<file path="src/rtl/uart_rx_buffer_pkg.sv">
// Shared types and defaults for the UART receive buffer slice.
package uart_rx_buffer_pkg;

  typedef logic       Bit_t;
  typedef logic [7:0] Byte_t;

  localparam int unsigned UART_RX_DEPTH = 16;

endpackage : uart_rx_buffer_pkg

</file>
<file path="src/rtl/uart_rx_buffer_mem.sv">
// Byte storage for the receive FIFO: one synchronous write port, one
// synchronous read port with enable, no reset on the array or read register.
module uart_fifo_mem
  import uart_rx_buffer_pkg::*;
#(
  parameter int unsigned DEPTH = UART_RX_DEPTH,
  parameter int unsigned AW    = $clog2(DEPTH)
) (
  input  logic          clk,
  input  logic          we,
  input  logic [AW-1:0] waddr,
  input  Byte_t         wdata,
  input  logic          re,
  input  logic [AW-1:0] raddr,
  output Byte_t         rdata
);

  Byte_t mem_q [DEPTH];
  Byte_t rdata_q;

  // Write port: store the incoming byte at the write pointer.
  always_ff @(posedge clk) begin
    if (we) begin
      mem_q[waddr] <= wdata;
    end
  end

  // Read port: registered read; holds its value when not enabled.
  always_ff @(posedge clk) begin
    if (re) begin
      rdata_q <= mem_q[raddr];
    end
  end

  assign rdata = rdata_q;

endmodule : uart_fifo_mem

</file>
<file path="src/rtl/uart_rx_buffer.sv">
// Receive-side byte FIFO between a serial controller and the CPU. Tracks
// occupancy, drops bytes arriving while full (sticky overflow) and throttles
// the controller through read_op when free space falls below a reserve.
module uart_rx_buffer
  import uart_rx_buffer_pkg::*;
#(
  parameter int unsigned DEPTH    = UART_RX_DEPTH,
  parameter int unsigned HEADROOM = 1
) (
  input  logic                   clk,
  input  logic                   rst,
  input  logic                   rx_valid,
  input  logic [7:0]             rx_data,
  output logic                   read_op,
  input  logic                   pop,
  output logic [7:0]             rd_data,
  output logic                   rd_valid,
  output logic                   empty,
  output logic                   full,
  output logic [$clog2(DEPTH):0] count,
  output logic                   overflow,
  input  logic                   clr_overflow
);

  localparam int unsigned AW = $clog2(DEPTH);
  localparam int unsigned CW = AW + 1;
  localparam logic [CW-1:0] FULL_CNT = CW'(DEPTH);
  localparam logic [CW-1:0] RO_LIMIT = CW'(DEPTH - HEADROOM);

  logic [AW-1:0] wr_ptr_q, wr_ptr_d;
  logic [AW-1:0] rd_ptr_q, rd_ptr_d;
  logic [CW-1:0] count_q, count_d;
  logic          empty_q, empty_d;
  logic          full_q, full_d;
  logic          overflow_q, overflow_d;
  logic          rd_valid_q, rd_valid_d;
  logic          read_op_q, read_op_d;
  logic          rd_seen_q, rd_seen_d;
  logic          push_ok, pop_ok, drop;
  Byte_t         mem_rdata;

  uart_fifo_mem #(
    .DEPTH (DEPTH),
    .AW    (AW)
  ) u_mem (
    .clk   (clk),
    .we    (push_ok),
    .waddr (wr_ptr_q),
    .wdata (rx_data),
    .re    (pop_ok),
    .raddr (rd_ptr_q),
    .rdata (mem_rdata)
  );

  // Next-state for pointers, occupancy, flags and flow control.
  always_comb begin
    pop_ok  = pop && !empty_q;
    // A pop in the same cycle frees the slot, so a full FIFO still accepts.
    push_ok = rx_valid && (!full_q || pop_ok);
    drop    = rx_valid && full_q && !pop_ok;

    wr_ptr_d = push_ok ? wr_ptr_q + AW'(1) : wr_ptr_q;
    rd_ptr_d = pop_ok  ? rd_ptr_q + AW'(1) : rd_ptr_q;

    count_d = count_q;
    if (push_ok && !pop_ok) begin
      count_d = count_q + CW'(1);
    end else if (pop_ok && !push_ok) begin
      count_d = count_q - CW'(1);
    end

    empty_d = (count_d == '0);
    full_d  = (count_d == FULL_CNT);

    // A new drop wins over a simultaneous clear.
    overflow_d = overflow_q;
    if (drop) begin
      overflow_d = 1'b1;
    end else if (clr_overflow) begin
      overflow_d = 1'b0;
    end

    rd_valid_d = pop_ok;
    // The storage read register has no reset; rd_data reads as zero until
    // the first accepted pop after reset has loaded it.
    rd_seen_d  = rd_seen_q || pop_ok;
    read_op_d  = (count_q < RO_LIMIT);
  end

  // State registers with asynchronous active-low reset.
  always_ff @(posedge clk or negedge rst) begin
    if (!rst) begin
      wr_ptr_q   <= '0;
      rd_ptr_q   <= '0;
      count_q    <= '0;
      empty_q    <= 1'b1;
      full_q     <= 1'b0;
      overflow_q <= 1'b0;
      rd_valid_q <= 1'b0;
      read_op_q  <= 1'b0;
      rd_seen_q  <= 1'b0;
    end else begin
      wr_ptr_q   <= wr_ptr_d;
      rd_ptr_q   <= rd_ptr_d;
      count_q    <= count_d;
      empty_q    <= empty_d;
      full_q     <= full_d;
      overflow_q <= overflow_d;
      rd_valid_q <= rd_valid_d;
      read_op_q  <= read_op_d;
      rd_seen_q  <= rd_seen_d;
    end
  end

  assign rd_data  = rd_seen_q ? mem_rdata : '0;
  assign rd_valid = rd_valid_q;
  assign empty    = empty_q;
  assign full     = full_q;
  assign count    = count_q;
  assign overflow = overflow_q;
  assign read_op  = read_op_q;

endmodule : uart_rx_buffer

</file>
<file path="config.mk">
export PLATFORM = sky130hd
export DESIGN_NAME = uart_rx_buffer
export DESIGN_NICKNAME = d
export VERILOG_FILES = /design/src/rtl/uart_rx_buffer_pkg.sv /design/src/rtl/uart_rx_buffer_mem.sv /design/src/rtl/uart_rx_buffer.sv
export SDC_FILE = /design/constraint.sdc
export NUM_CORES = 1
export LEC_CHECK = 0
export BUFFER_PORTS_ARGS = -buffer_cell sky130_fd_sc_hd__clkbuf_2
export CAP_MARGIN = 20
export CELL_PAD_IN_SITES_DETAIL_PLACEMENT = 1
export CELL_PAD_IN_SITES_GLOBAL_PLACEMENT = 2
export CORE_MARGIN = 4
export CORE_UTILIZATION = 45
export CTS_BUF_LIST = sky130_fd_sc_hd__clkbuf_8
export DETAILED_ROUTE_END_ITERATION = 8
export HOLD_SLACK_MARGIN = 0.03
export PLACE_DENSITY_LB_ADDON = 0.1
export SETUP_SLACK_MARGIN = 0.3
export SYNTH_ARGS = -nofsm -noshare
export SYNTH_HDL_FRONTEND = slang
export SYNTH_SLANG_ARGS = --single-unit
</file>
<file path="constraint.sdc">
create_clock -name clk -period 2.4 [get_ports clk]
set_clock_uncertainty 0.15 [all_clocks]
set_input_delay 0.48 -clock clk [delete_from_list [all_inputs] [get_ports clk]]
set_output_delay 0.48 -clock clk [all_outputs]
set_load 0.01 [all_outputs]
</file>
Word-level counts from Yosys, hierarchy flattened
Memories as Yosys holds them, arrays and structs flattened. A register that Yosys moved wholly into a read port is not among the register bits.
Index checks and enable logic that the tools add are counted.
{"block": "word_totals", "ff_bits": 19, "latch_bits": 0, "ramBits": 128, "romBits": 0, "in_bits": 13, "output_inout_bits": 18, "word_cells": 37, "mem_count": 1}
{"name": "u_mem.mem_q", "depth": 16, "width": 8, "read_ports": 1, "rd_ports_with_merged_regs": 1, "write_ports": 1, "line_no": "uart_rx_buffer_mem.sv:18", "rtl": "Byte_t mem_q [DEPTH];"}
{"block": "op_classes", "addsub": 4, "n_mul": 0, "div_mod_pow": 0, "n_lt_le_gt_ge": 1, "eq_ne": 1, "shifts": 0, "mux": 7, "n_bitwise": 0, "n_reduce_logical": 14}
{"cell": "5-bit 2-to-1 mux", "count": 2}
{"cell": "4-bit by 1-bit adder with 4-bit output (second input constant)", "count": 2}
{"cell": "8-bit 2-to-1 mux", "count": 1}
{"cell": "1-bit logical AND", "count": 6}
{"cell": "5-bit by 1-bit adder with 5-bit output (second input constant)", "count": 1}
{"cell": "5-bit == test (second input constant)", "count": 1}
{"cell": "5-bit zero test", "count": 1}
{"cell": "5-bit by 4-bit less-than comparator with 1-bit output (second input constant)", "count": 1}
{"cell": "5-bit by 1-bit subtractor with 5-bit output (second input constant)", "count": 1}
{"cell": "1-bit zero test", "count": 4}
{"cell": "1-bit 2-to-1 mux", "count": 4}
{"cell": "1-bit logical OR", "count": 2}
{"cell": "2-bit nonzero test", "count": 1}

Depth between registers and ports, before layout
{"block": "depth", "word_depth": 9, "ltp_mapped": 7}

By module
Synthesis repeated with hierarchy kept, for this count alone.
{"block": "unflattened", "cells_unflattened": 332, "area_unflattened_um2": 6266.0}
{"module": "uart_fifo_mem", "n_inst": 1, "cells_per_inst": 229, "area_each_um2": 5227.5, "seq_area_each_um2": 4083.9}
{"module": "uart_rx_buffer", "n_inst": 1, "cells_per_inst": 103, "area_each_um2": 1038.5, "seq_area_each_um2": 476.7}

Worst setup path before layout
Ideal clock, no wire load.
{"block": "synth_path", "kind": "input port to flip-flop", "startpoint": "input port pop", "endpoint": "memory u_mem.mem_q[3][0] (netlist name), enable pin", "setup_time_ps": 383, "arrival_time_ps": 1909, "required_time_ps": 1867, "setup_slack_ps": -42, "cell_stages": 5, "n_path_buf": 1, "path_cell_list": "nand2b_1 -> buf_2 -> a21boi_1 -> nand2_1 -> nor3_1"}
{"block": "synth_between", "elab_chain_len": 5}
{"item": "start: declaration", "line_no": "uart_rx_buffer.sv:15", "rtl": "input logic pop,"}
{"item": "1-bit logical AND", "line_no": "uart_rx_buffer.sv:57", "rtl": "pop_ok = pop && !empty_q;"}
{"item": "1-bit logical OR", "line_no": "uart_rx_buffer.sv:59", "rtl": "push_ok = rx_valid && (!full_q || pop_ok);"}
{"item": "1-bit logical AND", "line_no": "uart_rx_buffer.sv:59"}
{"item": "1-bit 2-to-1 mux", "line_no": "uart_rx_buffer_mem.sv:23", "rtl": "if (we) begin"}
{"item": "1-bit 2-to-1 mux (implied by the code)", "line_no": "uart_rx_buffer_mem.sv:24", "rtl": "mem_q[waddr] <= wdata;"}
{"item": "end: declaration", "line_no": "uart_rx_buffer_mem.sv:18"}
Every way passes these cells.

==> flow_metrics.env <==
export IMPL_final_common_cell="edfxtp_1"
export IMPL_clock_latency_ns=0.44
export IMPL_cts_tree="yes"
export IMPL_syn_avg_cell_area_um2=20.2
export IMPL_whs_path_depth=2
export IMPL_post_route_period_util_pct=88.7
export IMPL_wl_per_cell_um=23.1
export IMPL_rsz0062_at_grt="yes"
export IMPL_r2r_slack_ns=0.27
export IMPL_reg2reg_to="u_mem.rdata[7]$_DFFE_PP_"
export IMPL_drive_above_1_share_pct=37.7
export IMPL_layout_nets=402
export IMPL_vias=3122
export IMPL_rr_startpoint="rd_ptr_q[0]$_DFFE_PN0P_"
export IMPL_critical_path_class="reg -> reg"
export IMPL_start_util_pct=46.6
export IMPL_drtAntennaViolNets=0
export IMPL_grt_max_degree=36
export IMPL_cp_start_kind="flip-flop"
export IMPL_numCtsBuffers=17
export IMPL_slowest_delay_ns=0.53
export IMPL_cp_arrival_ns=2.16
export IMPL_num_rows=42
export IMPL_cts_buffer_depth=2
export IMPL_p_int_mw=6.04
export IMPL_io_buffer_count=30
export IMPL_grt_pass1_wl_mm=20.5
export IMPL_fillers=1230
export IMPL_grt_usage_pct=17.4
export IMPL_ys_seq_area_share_pct=72.8
export IMPL_swShare_pct=29.6
export IMPL_clkPwrFrac_pct=23.8
export IMPL_min_delay_start="clr_overflow"
export IMPL_drt_drc_violations_left=0
export IMPL_hold_viol=0
export IMPL_gp_congestion=0.714
export IMPL_die_y_um=126
export IMPL_reg2reg_depth=4
export IMPL_wl_mm=13.2
export IMPL_slowest_stage="mux4_2"
export IMPL_antenna_found_initial=0
export IMPL_switchingPower_mw=2.53
export IMPL_finalSetupViolCount=0
export IMPL_critPathRequiredTime_ns=2.43
export IMPL_synth_seq_cells=155
export IMPL_slew_violations=0
export IMPL_first_pass_iters=4
export IMPL_synth_cell_types=36
export IMPL_crit_top_cell="mux4_2"
export IMPL_final_cell_mix="edfxtp_1, mux4_2, clkbuf_2"
export IMPL_hpwlAfterDp_mm=8.64
export IMPL_synth_warnings=0
export IMPL_syn_cell_area_mm2=0.00626
export IMPL_fin_hold_ws_ns=0.0775
export IMPL_area_growth_pct=16.8
export IMPL_seq_power_share_pct=44.0
export IMPL_grt_pass1_vias=3382
export IMPL_vdd_drop_max_v=0.000500
export IMPL_fmax_mhz=470
export IMPL_dieWidth_um=126
export IMPL_min_path_type="in -> reg"
export IMPL_syn_inst=310
export IMPL_cts_root_buffer="clkbuf_8"
export IMPL_dr_first_iter_drc_count=259
export IMPL_h_tree_depth=4
export IMPL_power_density_mw_per_mm2=1170
export IMPL_synth_nets=330
export IMPL_overflow=0
export IMPL_vias_per_cell=5.47
export IMPL_dieArea_mm2=0.0159
export IMPL_crit_chain="buf_6 > clkbuf_16 > mux4_2 > mux4_2"
export IMPL_max_slew_margin_pct=57.4
export IMPL_min_to="overflow$_DFFE_PN0P_"
export IMPL_outcome="complete, no violations"
export IMPL_crit_path_max_fanout=4
export IMPL_ios=31
export IMPL_coreArea_mm2=0.0135
export IMPL_tns_ns=0
export IMPL_p_leak_nw=2.57
export IMPL_end_kind="flip-flop"
export IMPL_p_comb_share_pct=32.1
export IMPL_period_minus_slack_ns=2.13
export IMPL_worstMarginPinSlew_ns=0.640
export IMPL_clock_sinks=155
export IMPL_diodes=0
export IMPL_clkTransAtPathRegs_ns=0.08
export IMPL_max_cap_violations=0
[kinds of logic (layout without fill, tap and decap cells)]
family	Yosys count	count (layout)	synth area share, %
flops	155	155	72.8
simple gates	63	63	4.99
mux	40	40	16.2
buf+inv	21	106	1.82
compound gates	14	14	1.42
xor+xnor	10	10	1.40
fa+ha+maj	7	7	1.40
[worst max-delay path by stage]
| stage | start | to | slack, ns | depth (start not counted) |
|---|---|---|---|---|
| after detailed placement | pop | u_mem.mem_q[0][1]$_DFFE_PP_ | 0.18 | 7 |
| after CTS | rd_ptr_q[0]$_DFFE_PN0P_ | u_mem.rdata[4]$_DFFE_PP_ | 0.26 | 4 |
| after global placement | rd_ptr_q[0]$_DFFE_PN0P_ | u_mem.rdata[1]$_DFFE_PP_ | 0.23 | 3 |
| final | rd_ptr_q[0]$_DFFE_PN0P_ | u_mem.rdata[7]$_DFFE_PP_ | 0.27 | 4 |
| after floorplan | empty$_DFF_PN1_ | empty$_DFF_PN1_ | 0.33 | 7 |
| after global routing | rd_ptr_q[0]$_DFFE_PN0P_ | u_mem.rdata[4]$_DFFE_PP_ | 0.22 | 4 |
[routing by layer]
| metal | up-vias | global-route usage [%] | part of all wire [%] |
|---|---|---|---|
| li1 | 1381 | - | - |
| met5 | - | 0 | 0 |
| met1 | 1621 | 24.6 | 44 |
| met3 | 15 | 4.06 | 6.0 |
| met2 | 105 | 27.2 | 49 |
| met4 | 0 | 5.87 | 1.5 |
[registers in the layout (all words and copies together) (netlist names)]
signal       count
rd_seen_q        1
full             1
wr_ptr_q         4
read_op          1
count            5
u_mem.mem_q    128
rd_valid         1
u_mem.rdata      8
rd_ptr_q         4
empty            1
overflow         1
[critical path: cells and delay by family (launching register included)]
family,cells,cell delay [ns]
buffers and inverters,2,0.29
DFF,1,0.43
muxes,2,1.00
[timing repair]
action,4_1_cts,5_1_grt
endpoints found under the setup margin,21,58
buffers inserted,5,2
gates resized for setup,38,5
pin swaps,1,0
endpoints found under the hold margin,18,0
gates cloned,3,2
hold buffers,1,0
[area by class of cell]
cell class / count / area, um2 / area share [%]
sequential: 155 / 4560 / 62.4
timing repair buffer: 66 / 554 / 7.58
tap: 176 / 220 / 3.01
inverter: 8 / 31.3 / 0.428
clock buffer: 17 / 234 / 3.20
clock inverter: 15 / 183 / 2.50
multi-input combinational: 134 / 1530 / 20.9
[synthesized netlist by cell type]
master    instances  area (um2)
inv_1             7        26.3
o21ai_0           4        20.0
nand2_1          14        52.6
nor3_1            4        20.0
a32oi_1           1        8.76
nand4_1           3        18.8
dfrtp_1          18         450
clkbuf_1          5        18.8
nand2b_1          6        37.5
dfstp_2           1        26.3
buf_2             1        5.00
and3_1            2        12.5
mux4_1           30         788
buf_6             3        33.8
a21boi_1          1        7.51
o31ai_1           1        7.51
or4bb_1           1        11.3
clkinv_1          1        3.75
xor2_1            3        26.3
a21oi_1           2        10.0
and2_1            8        50.1
a211oi_1          1        7.51
ha_1              7        87.6
xnor2_1           7        61.3
a31oi_1           2        12.5
o22ai_1           1        6.26
mux4_2           10         225
nand3_1           5        25.0
and3b_1           1        8.76
nor2_1           17        63.8
nor2b_1           1        6.26
buf_8             1        15.0
buf_1             3        11.3
nor4_1            1        6.26
o221ai_1          1        8.76
edfxtp_1        136        4080
[power groups by stage]
| stage | registers (mW) | clock network (mW) | logic [mW] |
|---|---|---|---|
| 2_1_floorplan | 3.62 | 0 | 1.69 |
| 3_3_place_gp | 3.82 | 0 | 2.20 |
| 3_5_place_dp | 3.84 | 0 | 2.26 |
| 4_1_cts | 3.79 | 2.10 | 2.66 |
| 5_1_grt | 3.83 | 2.23 | 3.00 |
| 6_report | 3.78 | 2.04 | 2.76 |
[stage by stage]
stage	instance area, um2	worst slack, ns	power, mW	instances	utilization (%)
detailed placement	6790	0.182	6.10	526	50.4
finish	7310	0.271	8.57	571	54.4
floorplan	6300	0.333	5.31	310	-
global route	7310	0.222	9.07	571	54.4
global placement	6790	0.232	6.02	526	50.4
CTS	7240	0.262	8.54	567	53.8
No activity file was read; power rests on OpenSTA's default activity.
